## src/rtl/fixed_sqrt.sv

```systemverilog
// Iterative unsigned fixed-point square root, one result bit per clock
// (restoring digit-by-digit), with remainder, exactness flag and optional rounding.
module fixed_sqrt #(
    parameter int WIDTH     = 32,
    parameter int FRAC_BITS = 0,
    parameter int ROUND     = 0
) (
    input  logic                 clk,
    input  logic                 rst,
    input  logic [WIDTH-1:0]     input_a,
    input  logic                 input_a_stb,
    output logic                 input_a_ack,
    output logic [WIDTH/2-1:0]   output_z,
    output logic [WIDTH/2:0]     output_r,
    output logic                 output_exact,
    output logic                 output_z_stb,
    input  logic                 output_z_ack
);
    localparam int HALF = WIDTH / 2;
    localparam int CW   = (HALF > 2) ? $clog2(HALF) : 1;

    // Fractional bits only move the implied binary point; the integer datapath is unaffected.
    generate
        if ((WIDTH % 2) != 0 || WIDTH < 4 || (FRAC_BITS % 2) != 0 || FRAC_BITS > WIDTH
            || FRAC_BITS < 0) begin : g_bad_param
            $error("fixed_sqrt: illegal WIDTH/FRAC_BITS combination");
        end
    endgenerate

    typedef enum logic [1:0] {GET_A, CALC, FINISH, PUT_Z} state_t;

    state_t            state_q, state_d;
    logic [WIDTH-1:0]  a_q, a_d;
    logic [HALF-1:0]   root_q, root_d;
    logic [HALF+1:0]   rem_q, rem_d;
    logic [CW-1:0]     cnt_q, cnt_d;
    logic              ack_q, ack_d;
    logic              stb_q, stb_d;
    logic [HALF-1:0]   z_q, z_d;
    logic [HALF:0]     r_q, r_d;
    logic              exact_q, exact_d;

    logic [HALF+1:0]   rem_shift;
    logic [HALF+1:0]   trial;
    logic [HALF+1:0]   rem_sub;
    logic              take;
    logic              round_up;

    always_comb begin
        state_d   = state_q;
        a_d       = a_q;
        root_d    = root_q;
        rem_d     = rem_q;
        cnt_d     = cnt_q;
        ack_d     = ack_q;
        stb_d     = stb_q;
        z_d       = z_q;
        r_d       = r_q;
        exact_d   = exact_q;

        rem_shift = {rem_q[HALF-1:0], a_q[WIDTH-1:WIDTH-2]};
        trial     = {root_q, 2'b01};
        take      = (rem_shift >= trial);
        rem_sub   = rem_shift - trial;
        // r > q means sqrt(a) >= q + 0.5 exactly; equality is impossible for integer a.
        round_up  = (ROUND != 0) && (rem_q[HALF:0] > {1'b0, root_q}) && !(&root_q);

        case (state_q)
            GET_A: begin
                ack_d = 1'b1;
                if (input_a_stb && ack_q) begin
                    a_d     = input_a;
                    root_d  = '0;
                    rem_d   = '0;
                    cnt_d   = CW'(HALF - 1);
                    ack_d   = 1'b0;
                    state_d = CALC;
                end
            end
            CALC: begin
                a_d    = {a_q[WIDTH-3:0], 2'b00};
                rem_d  = take ? rem_sub : rem_shift;
                root_d = {root_q[HALF-2:0], take};
                if (cnt_q == '0) begin
                    state_d = FINISH;
                end else begin
                    cnt_d = cnt_q - 1'b1;
                end
            end
            FINISH: begin
                z_d     = round_up ? root_q + 1'b1 : root_q;
                r_d     = rem_q[HALF:0];
                exact_d = (rem_q == '0);
                stb_d   = 1'b1;
                state_d = PUT_Z;
            end
            PUT_Z: begin
                if (output_z_ack) begin
                    stb_d   = 1'b0;
                    ack_d   = 1'b1;
                    state_d = GET_A;
                end
            end
            default: state_d = GET_A;
        endcase
    end

    always_ff @(posedge clk) begin
        if (rst) begin
            state_q <= GET_A;
            a_q     <= '0;
            root_q  <= '0;
            rem_q   <= '0;
            cnt_q   <= '0;
            ack_q   <= 1'b0;
            stb_q   <= 1'b0;
            z_q     <= '0;
            r_q     <= '0;
            exact_q <= 1'b0;
        end else begin
            state_q <= state_d;
            a_q     <= a_d;
            root_q  <= root_d;
            rem_q   <= rem_d;
            cnt_q   <= cnt_d;
            ack_q   <= ack_d;
            stb_q   <= stb_d;
            z_q     <= z_d;
            r_q     <= r_d;
            exact_q <= exact_d;
        end
    end

    assign input_a_ack  = ack_q;
    assign output_z_stb = stb_q;
    assign output_z     = z_q;
    assign output_r     = r_q;
    assign output_exact = exact_q;

endmodule

```

## config.mk

```make
export PLATFORM = sky130hd
export DESIGN_NAME = fixed_sqrt
export DESIGN_NICKNAME = d
export VERILOG_FILES = /design/src/rtl/fixed_sqrt.sv
export SDC_FILE = /design/constraint.sdc
export NUM_CORES = 1
export LEC_CHECK = 0
export BUFFER_PORTS_ARGS = -buffer_cell sky130_fd_sc_hd__buf_2
export CORE_MARGIN = 5
export CORE_UTILIZATION = 53
export DETAILED_ROUTE_END_ITERATION = 7
export PLACE_DENSITY = 0.86
export SLEW_MARGIN = 20
export SYNTH_ARGS = -nofsm -noshare
export SYNTH_HDL_FRONTEND = slang
export SYNTH_SLANG_ARGS = --single-unit
```

## constraint.sdc

```tcl
create_clock -name clk -period 2.25 [get_ports clk]
set_input_delay 0.3375 -clock clk [delete_from_list [all_inputs] [get_ports clk]]
set_output_delay 0.3375 -clock clk [all_outputs]
set_load 0.005 [all_outputs]
```

=== Yosys cells after proc, flatten, opt, wreduce, memory -nomap -nowiden ===
Cells that the tools add are included.
Widths: inputs -> output; s select.

* Equal/unequal tests: 7
* Multiplexer cells: 19
* Reduce and logical (&&, ||, !) cells: 12
* Shift operators: 0
* Bitwise gates (word level): 0
* Order comparisons: 1
* Multiply operators: 0
* Divide/modulo/power cells: 0
* Add/sub/neg operators: 2

{| class="wikitable"
|+ Operator list
! kind !! count
|-
| $pmux 32 s2 || 1
|-
| $mux 18 || 2
|-
| $pmux 18 s2 || 1
|-
| $mux 32 || 1
|-
| $pmux 16 s2 || 1
|-
| $ge 18x18->1 || 1
|-
| $logic_not 18->1 || 1
|-
| $sub 18x18->18 || 1
|-
| $mux 16 || 1
|-
| $mux 4 || 2
|-
| $ne 2x2->1 const B || 4
|-
| $pmux 2 s4 || 1
|-
| $pmux 4 s2 || 1
|-
| $mux 2 || 3
|-
| $reduce_and 2->1 || 3
|-
| $reduce_and 3->1 || 2
|-
| $reduce_bool 2->1 || 3
|-
| $eq 2x2->1 const B || 2
|-
| $logic_not 4->1 || 1
|-
| $pmux 1 s2 || 2
|-
| $sub 4x1->4 const B || 1
|-
| $mux 1 || 3
|-
| $eq 2x1->1 const B || 1
|-
| $logic_not 2->1 || 1
|-
| $logic_and 1x1->1 || 1
|}

* Bits of input ports: 36
* Output and inout bits: 36
* Word-level logic and storage cells: 51
* Memory bits (writable): 0
* Register bits: 108
* Memories: 0
* Bits in read-only memories: 0
* Latch bits: 0

=== Longest topological paths before layout ===
Gate-level depths: netlist of run 1.

* Depth after elaboration: 3
* Depth in mapped cells: 10
* Gate-level depth less buffers: 8

=== Worst setup path before layout of run 1 ===
Ideal clock, no wire load.

* Path type: register to register
* From: reg root_q[0]
* To: reg rem_q[3]
* Data arrival time: 2.225 ns
* Buffers on the path: 0
* Cell stages (with the launch flop): 9
* Setup slack: -0.097 ns
* Path through: dfxtp_1 inv_1 ha_1 nor2b_4 o31a_4 a2111o_1 a21boi_4 nor2_4 a221o_1

* Word-level cells in the longest chain between the ends: 3
* Elaborated cells on any way between the ends: 4
* Classes of those cells: 1 x add/sub; 1 x order compare; 2 x mux

{| class="wikitable"
|+ RTL lines
! element !! RTL line !! source
|-
| start, declared || 34 || <nowiki>logic [HALF-1:0] root_q, root_d;</nowiki>
|-
| start signal, assigned || 123 || <nowiki>root_q <= root_d;</nowiki>
|-
| $sub 18x18->18 or $ge 18x18->1 (tied branches) || 64, 63 ||
|-
| $mux 18 (*) || 82 || <nowiki>rem_d = take ? rem_sub : rem_shift;</nowiki>
|-
| $pmux 18 s2 (*) || 68 || <nowiki>case (state_q)</nowiki>
|-
| end signal, assigned || 124 || <nowiki>rem_q <= rem_d;</nowiki>
|-
| end, declared || 35 || <nowiki>logic [HALF+1:0] rem_q, rem_d;</nowiki>
|}

Mark *: on every way between the ends. The rest lies on a longest branch, timed or not.
A chain may end at the register's enable or synchronous reset.

=== Worst setup path in the final report of run 1 ===
* From: reg root_q[0]
* To: reg rem_q[14]

Same word-level chain as after synthesis.

==> results.ini, run 1 <==
[yosys]
yosysSeqAreaShare_pct = 38.4
synth_fa_ha_area_share_pct = 5.12
synth_compound_area_share_pct = 19.1
yosysTopAreaCell = dfxtp_1
synth_edf_count = 0
syn_area_um2 = 5620
yosys.area_share.simple_pct = 18.0
ys_seq_elements = 108
synth.area.mux_share_pct = 12.7
postSynthAreaPerCell_um2 = 8.55
yosysWarnings = 0
syn_nets = 717
synth_cells = 658
yosysTopAreaCellShare_pct = 38.4
synth_flop_cell = dfxtp_1
synth_xor_area_share_pct = 1.25
synth_cell_type_count = 61
synth-async-reset-ratio_pct = 0
yosys-top-cells-area = dfxtp_1 38%, mux2i_1 12%, nor2_1 5.7%, a211oi_1 5.2%, ha_1 5.1%
synth_top_family_by_area = compound AO/OA/AOI/OAI gates

[floorplan]
die_h_um = 113
ios = 72
die_area_um2 = 12800
coreArea_um2 = 10300
initial_core_util_pct = 54.5
die_x_um = 113
rows = 37

[finish]
fin_nets = 841
final_cell_mix = 103 x dfxtp_1, 87 x buf_4, 86 x nor2_1
n_fill_cell = 825
antenna_cells = 0
final_core_util_pct = 67.8
final_common_cell = dfxtp_1
drive_above_1_share_pct = 27.4
areaGrowthSynthToFinish_pct = 24.4

[route]
wl_met1_um = 6430
vias = 5418
first_pass_iters = 6
top_layer = met4
wl_met2_um = 7330
wl_met3_um = 1000
drt-total-wl_um = 15400
drt_iter0_drc = 370
post_drt_wl_per_cell_um = 16.7
ant_nets = 0
viasPerCell = 5.88
post-route-drc-count = 0

[global_route]
grt_max_degree = 66
grt_pass1_wl_um = 25400
grt.total_usage_pct = 24.1
grt-ovfl-total = 0
antenna_found_initial = 0
grt_pass1_vias = 5322

[run_status]
violations = setup timing
status = finished with violations

[setup_path]
worstPathRequired_ns = 2.52
cp_common_cell = buf_4
cp_max_fo = 4
critPathMaxStageDelay_ns = 0.48
critPathArrivalTime_ns = 2.63
path_cells = inv_2 > ha_4 > nor2b_4 > o31a_4 > a2111o_1 > buf_4 > buf_4 > a21oi_2 > xor2_1 > o211ai_1
cp-end-kind = register
path_class = register to register
start_kind = register
critPathSlowestCell = a2111o_1

[sta]
fin_skew_ns = 0.0124
finalMaxSlewViolations = 0
finalSetupViolations = 13
slew_headroom_pct = 62.0
setup_tns_ns = -0.784
rsz0062_at_grt = true
fmax_mhz = 424
period_needed_ns = 2.36
setup_ws_ns = -0.110
post-route-period-util_pct = 105
hold_viol_final = 0
tightest_slew_ns = 0.565

[flow_run]
drv_cap = 0

[clocking]
root_buffer = clkbuf_8
clock_path_buffers = 2
cts_made_buffers = 9
clk_latency_ns = 0.38
ctsHoldBuffers = 0
h-tree-depth = 3
cts.sinks = 108
path_clk_slew_ns = 0.10
cts_tree = yes

[place]
gp_congestion = 0.931
preCtsSetupSlack_ns = -0.116
io_buffer_count = 71
dp_hpwl_um = 11300

[hold_path]
min_path_type = input pin to register

==> cells in the mapped netlist, types with 7 or more instances <==
| cell type | number |
|---|---|
| mux2i_1 | 70 |
| ha_1 | 23 |
| nand2_1 | 46 |
| buf_1 | 9 |
| inv_1 | 29 |
| dfxtp_1 | 108 |
| nor3_1 | 15 |
| nand3_1 | 33 |
| o21ai_0 | 11 |
| nor2_1 | 86 |
| nor4_1 | 8 |
| a21oi_1 | 34 |
| a211oi_1 | 39 |
| o211ai_1 | 20 |
| a21o_1 | 7 |
| clkbuf_1 | 33 |
==> worst paths after layout <==
check	depth (start not counted)	start	slack, ns	to
max	10	root_q[0]	-0.11	rem_q[14]
min	3	input_a[1]	0.24	a_q[1]
max reg2reg	10	root_q[0]	-0.11	rem_q[14]
min reg2reg	2	output_r[0]	0.50	output_r[0]
==> through the flow <==
step	hold slack, ns	area [um^2]	instances
finish	0.245	7000	922
detailed placement	0.478	6660	904
global route	0.252	7000	922
CTS	0.243	6960	921
floorplan	0.444	5640	658
global placement	0.466	6660	904
==> cells by family (layout without fill, tap and decap cells) <==
kind of cell,after synthesis,in the layout
XOR/XNOR,8,8
flip-flops,108,108
adder cells (fa/ha/maj),23,23
AND/OR/NAND/NOR,220,220
buffers and inverters,78,206
AO/OA/AOI/OAI,150,150
multiplexers,71,71
==> per-layer routing <==
layer	GRT usage [%]	vias to the layer above
met4	12.6	0
met2	40.6	196
met5	0	-
met1	29.5	2559
li1	-	2612
met3	4.06	51
==> state kept, by name, indices dropped and copies added (netlist names) <==
signal / cells
a_q: 32
cnt_q: 4
input_a_ack: 1
output_exact: 1
output_r: 17
output_z: 16
output_z_stb: 1
rem_q: 18
root_q: 16
state_q: 2
==> area by class of cell <==
class,instances,area (um^2),share of cell area [%]
multi-input cells,472,3260,46.7
clock buffers,9,124,1.77
clock inverters,6,90.1,1.29
flip-flops and latches,108,2170,31.0
well taps,136,170,2.43
repair buffers,162,1070,15.3
inverters,29,109,1.56
==> critical path: cells and delay by family (launching register included) <==
| family | cells | cell delay, ns |
|---|---|---|
| AO/OA/AOI/OAI | 4 | 0.99 |
| XOR/XNOR | 1 | 0.19 |
| adder cells (fa/ha/maj) | 1 | 0.23 |
| buffers and inverters | 3 | 0.36 |
| flip-flops | 1 | 0.36 |
| AND/OR/NAND/NOR | 1 | 0.13 |
==> what timing repair did <==
action                     CTS  global route
resized for setup           15             9
pin swaps                    6             6
setup buffers                2             1
setup endpoints to repair   19            19
Power of run 1 is left out: the tool's default activity adds up to more than one toggle a clock period on the data nets, which glitch-free logic cannot reach.
==> run 2: changes to the inputs <==
- PLACE_DENSITY: 0.86 -> 0.88
==> run 2 against run 1 <==
The flow still finishes with violations (setup timing). Clock skew is 0.00078 ns higher. Sequential cell count stayed put. Register-to-register slack better by 0.02 ns. Worst setup slack better by 0.025 ns. Maximum frequency is 1.1% higher. Wire length is 2.4% higher. Critical path depth is 2 lower. Final cell count is 0.11% higher. Via count is 1.8% higher. Critical endpoint is now rem_q[2].
==> results.ini, run 2 (same netlist as run 1, synthesis figures left out) <==
[run_status]
status = finished with violations
violations = setup timing

[clocking]
path_clk_slew_ns = 0.12  ; +0.02 ns
clock_path_buffers = 2  ; unchanged
cts_tree = yes
root_buffer = clkbuf_8
cts_made_buffers = 9  ; unchanged
cts.sinks = 108  ; unchanged
clk_latency_ns = 0.40  ; +0.02 ns
h-tree-depth = 3  ; unchanged

[floorplan]
initial_core_util_pct = 54.5  ; unchanged
die_h_um = 113  ; unchanged
die_x_um = 113  ; unchanged
ios = 72  ; unchanged
coreArea_um2 = 10300  ; unchanged
die_area_um2 = 12800  ; unchanged
rows = 37  ; unchanged

[finish]
final_core_util_pct = 67.8  ; about the same
stdcell_count = 923  ; +0.11%
fin_nets = 841  ; unchanged
largest_reg_flops = 32  ; unchanged
n_fill_cell = 757  ; -8.2%
areaGrowthSynthToFinish_pct = 24.5  ; about the same
final_cell_mix = 104 x dfxtp_1, 88 x buf_4, 86 x nor2_1
top_register = a_q
final_common_cell = dfxtp_1
drive_above_1_share_pct = 27.8  ; +0.47 points
antenna_cells = 0  ; unchanged

[route]
vias = 5518  ; +1.8%
ant_nets = 0  ; unchanged
post_drt_wl_per_cell_um = 17.1  ; +2.3%
viasPerCell = 5.98  ; +1.7%
first_pass_iters = 7  ; +1
drt_iter0_drc = 423  ; +14%
post-route-drc-count = 0  ; unchanged
drt-total-wl_um = 15800  ; +2.4%

[setup_path]
worstPathRequired_ns = 2.54  ; +0.02 ns
start_kind = register
cp-end-kind = register
crit_family = compound AO/OA/AOI/OAI gates
path_class = register to register
critPathArrivalTime_ns = 2.62  ; about the same
path_buf_inv = 1  ; -2
path_cells = inv_1 > ha_1 > o21a_1 > o31a_4 > a2111o_1 > a21boi_4 > nor2_4 > a221o_1
cp_max_fo = 7  ; +3
critPathMaxStageDelay_ns = 0.49  ; about the same
critPathSlowestCell = a2111o_1

[global_route]
grt_max_degree = 66  ; unchanged
grt.total_usage_pct = 24.3  ; +0.25 points
grt_pass1_vias = 5407  ; +1.6%
antenna_found_initial = 0  ; unchanged
grt-ovfl-total = 0  ; unchanged
grt_pass1_wl_um = 25600  ; +1.0%

[sta]
fmax_mhz = 428  ; +1.1%
period_needed_ns = 2.33  ; -0.0248 ns
rsz0062_at_grt = true
finalSetupViolations = 14  ; +1
setup_ws_ns = -0.0848  ; +0.0248 ns
holdWs_ns = 0.238  ; -0.00705 ns
slew_headroom_pct = 62.2  ; +0.22 points
tightest_slew_ns = 0.567  ; +0.00196 ns
post-route-period-util_pct = 104  ; -1.1 points
finalMaxSlewViolations = 0  ; unchanged
hold_viol_final = 0  ; unchanged
fin_skew_ns = 0.0131  ; +0.000776 ns

[place]
dpl.cell_count = 904  ; unchanged
gp_congestion = 1.03  ; +11%
io_buffer_count = 71  ; unchanged
dp_hpwl_um = 11600  ; +2.6%

[flow_run]
drv_cap = 0  ; unchanged

[hold_path]
min_path_type = input pin to register

-- run 2: final cells by class --
cell class	instances	area, um^2	area share, %
Inverter	29	109	1.55
Tap cell	136	170	2.43
Clock buffer	9	124	1.77
Clock inverter	7	77.6	1.11
Multi-Input combinational cell	472	3290	46.9
Timing Repair Buffer	162	1070	15.2
Sequential cell	108	2170	31.0
-- run 2: final timing paths --
check,from,to,slack [ns],cells past startpoint
worst max-delay path,root_q[1],rem_q[2],-0.08,8
worst min-delay path,input_a[0],a_q[0],0.24,3
worst max register to register,root_q[1],rem_q[2],-0.08,8
worst min register to register,output_z[0],output_z[0],0.50,2
-- run 2: routing by layer --
metal	track usage [%]	vias to the layer above	wire length, um
met5	0	-	0
met4	7.61	0	323
met3	5.35	37	1270
met2	43.4	243	7930
met1	29.1	2612	6260
li1	-	2626	-
-- run 2: timing repair --
action / in CTS / in global routing
setup buffers: 1 / 2
setup endpoints to repair: 19 / 18
hold buffers: 0 / 0
pin swaps: 6 / 11
gates resized for setup: 16 / 11
-- run 2: stage by stage --
stage	area [um^2]	setup slack [ns]	TNS, ns
after floorplan	5640	-0.0950	-0.580
after global placement	6660	-0.129	-1.29
after detailed placement	6660	-0.120	-1.42
after CTS	6940	-0.0134	-0.0506
after global routing	7000	-0.133	-1.77
final	7000	-0.0848	-0.699
-- run 2: worst reg2reg max path, delay by kind of cell (launching register included) --
kind | cells | cell delay (ns)
AOI/OAI and AO/OA | 5 | 1.43
DFF | 1 | 0.35
buffers and inverters | 1 | 0.04
adders and majority gates | 1 | 0.31
and+or+nand+nor | 1 | 0.10
Power of run 2 is left out for the same reason.
==> run 3: changes to the inputs <==
- CORE_MARGIN: 5 -> 4
- CORE_UTILIZATION: 53 -> 39
- CTS_CLUSTER_SIZE: not set -> 24
- PLACE_DENSITY: 0.88 -> 0.71
==> run 3 against run 2 <==
The run still ends with setup timing left. Critical path depth unchanged. Design area increased by 2.6%. Final cell count grew 5.0%. Sequential share of layout area shrank 0.82 points. Sequential cell count unchanged. Register-to-register slack better by 0.03 ns. Die area grew 28%. Non-clock buffer count grew 3. Worst hold slack gained 0.025 ns. Global-route usage decreased by 6.0 points.
==> results.ini, run 3 (same netlist as run 1, synthesis figures left out) <==
[floorplan]
die_h_um = 128  ; +13%
ios = 72  ; unchanged
die_area_um2 = 16400  ; +28%
initial_core_util_pct = 40.2  ; -14 points
die_x_um = 128  ; +13%
rows = 43  ; +16%
coreArea_um2 = 14000  ; +35%

[setup_path]
critPathArrivalTime_ns = 2.56  ; -0.06 ns
cp-end-kind = register
reg2reg_slack_ns = -0.06  ; +0.03 ns
crit_family = compound AO/OA/AOI/OAI gates
path_class = register to register
critPathSlowestCell = a2111o_1
start_kind = register
cp_max_fo = 9  ; +2
path_buf_inv = 1  ; unchanged
path_cells = inv_2 > ha_4 > nor2b_4 > o31a_4 > a2111o_1 > a21boi_4 > nor2_4 > a221o_1
critPathMaxStageDelay_ns = 0.48  ; about the same
worstPathRequired_ns = 2.50  ; -0.04 ns

[finish]
final_common_cell = dfxtp_1
drive_above_1_share_pct = 27.5  ; -0.32 points
fin_nets = 844  ; +0.36%
areaGrowthSynthToFinish_pct = 27.7
final_cell_mix = 106 x dfxtp_1, 91 x buf_4, 86 x nor2_1
top_register = a_q
antenna_cells = 0  ; unchanged
largest_reg_flops = 32  ; unchanged

[global_route]
met2_usage_pct = 29.4  ; -14 points
grt.total_usage_pct = 18.4  ; -6.0 points
grt_use_met1_pct = 24.2  ; -4.9 points
grt_pass1_wl_um = 24400  ; -5.0%
grt-ovfl-total = 0  ; unchanged
grt_pass1_vias = 4823  ; -11%
grt_util_met3_pct = 4.79  ; -0.56 points
antenna_found_initial = 0  ; unchanged
grt_max_degree = 66  ; unchanged
top_usage_layer = met2

[sta]
setup_ws_ns = -0.0553  ; +0.0295 ns
rsz0062_at_grt = true
fin_skew_ns = 0.00960  ; -0.00354 ns
post-route-period-util_pct = 102  ; -1.3 points
finalMaxSlewViolations = 0  ; unchanged
fmax_mhz = 434  ; +1.3%
hold_viol_final = 0  ; unchanged
finalSetupViolations = 9  ; -5
period_needed_ns = 2.31  ; -0.0295 ns
slew_headroom_pct = 69.5  ; +7.3 points
tightest_slew_ns = 0.454  ; -0.113 ns

[clocking]
h-tree-depth = 3  ; unchanged
clk_latency_ns = 0.36  ; -0.04 ns
root_buffer = clkbuf_16
cts_made_buffers = 9  ; unchanged
clock_path_buffers = 2  ; unchanged
cts.sinks = 108  ; unchanged
path_clk_slew_ns = 0.07  ; -0.05 ns
cts_tree = yes
ctsHoldBuffers = 0  ; unchanged

[route]
first_pass_iters = 5  ; -2
viasPerCell = 5.30  ; -11%
vias = 5134  ; -7.0%
post-route-drc-count = 0  ; unchanged
drt_iter0_drc = 336  ; -21%
post_drt_wl_per_cell_um = 15.3  ; -10%
drt-total-wl_um = 14900  ; -5.7%
ant_nets = 0  ; unchanged

[place]
dp_hpwl_um = 10800  ; -6.9%
preCtsSetupSlack_ns = -0.211  ; -0.0910 ns
gp_congestion = 0.917  ; -11%
io_buffer_count = 71  ; unchanged

[run_status]
status = finished with violations
violations = setup timing

[hold_path]
min_path_type = input pin to register

[flow_run]
drv_cap = 0  ; unchanged

run 3: through the flow:
stage / setup TNS, ns / instance area [um^2] / utilization [%] / hold WS [ns] / instances
finish: -0.309 / 7180 / 51.4 / 0.262 / 969
CTS: -0.0642 / 7060 / 50.4 / 0.259 / 965
detailed placement: -3.38 / 6710 / 48.0 / 0.476 / 949
global placement: -1.96 / 6710 / 48.0 / 0.466 / 949
global route: -1.30 / 7180 / 51.4 / 0.292 / 969
floorplan: -0.580 / 5640 / - / 0.444 / 658
run 3: path summary, 6_finish.rpt:
path               startpoint          end  cells after the start
setup / recovery    root_q[0]    rem_q[10]                      8
hold / removal     input_a[1]       a_q[1]                      3
setup reg to reg    root_q[0]    rem_q[10]                      8
hold reg to reg   output_r[9]  output_r[9]                      2
run 3: final cells by class:
type | count | area, um^2
fill | 1353 | 6800
multi-input combinational | 472 | 3310
sequential | 108 | 2160
timing repair buffer | 165 | 1080
clock buffer | 10 | 239
tap | 180 | 225
inverter | 29 | 109
clock inverter | 5 | 60.1
run 3: metal layers:
layer	up-vias	share of wire, %
met3	22	6.0
met5	-	0
met4	0	2.1
li1	2627	-
met2	128	46
met1	2357	46
run 3: what timing repair did:
item | CTS | global route
endpoints found under the hold margin | 0 | 0
buffers inserted | 1 | 3
gates resized for setup | 8 | 20
pin swaps | 4 | 11
endpoints found under the setup margin | 19 | 19
cloned | 0 | 1
run 3: tightest hold or removal path: cells and delay by family:
kind / cells / cell delay, ns
AND/OR/NAND/NOR: 1 / 0.11
buffers and inverters: 1 / 0.08
multiplexers: 1 / 0.05
Power of run 3 is left out for the same reason.
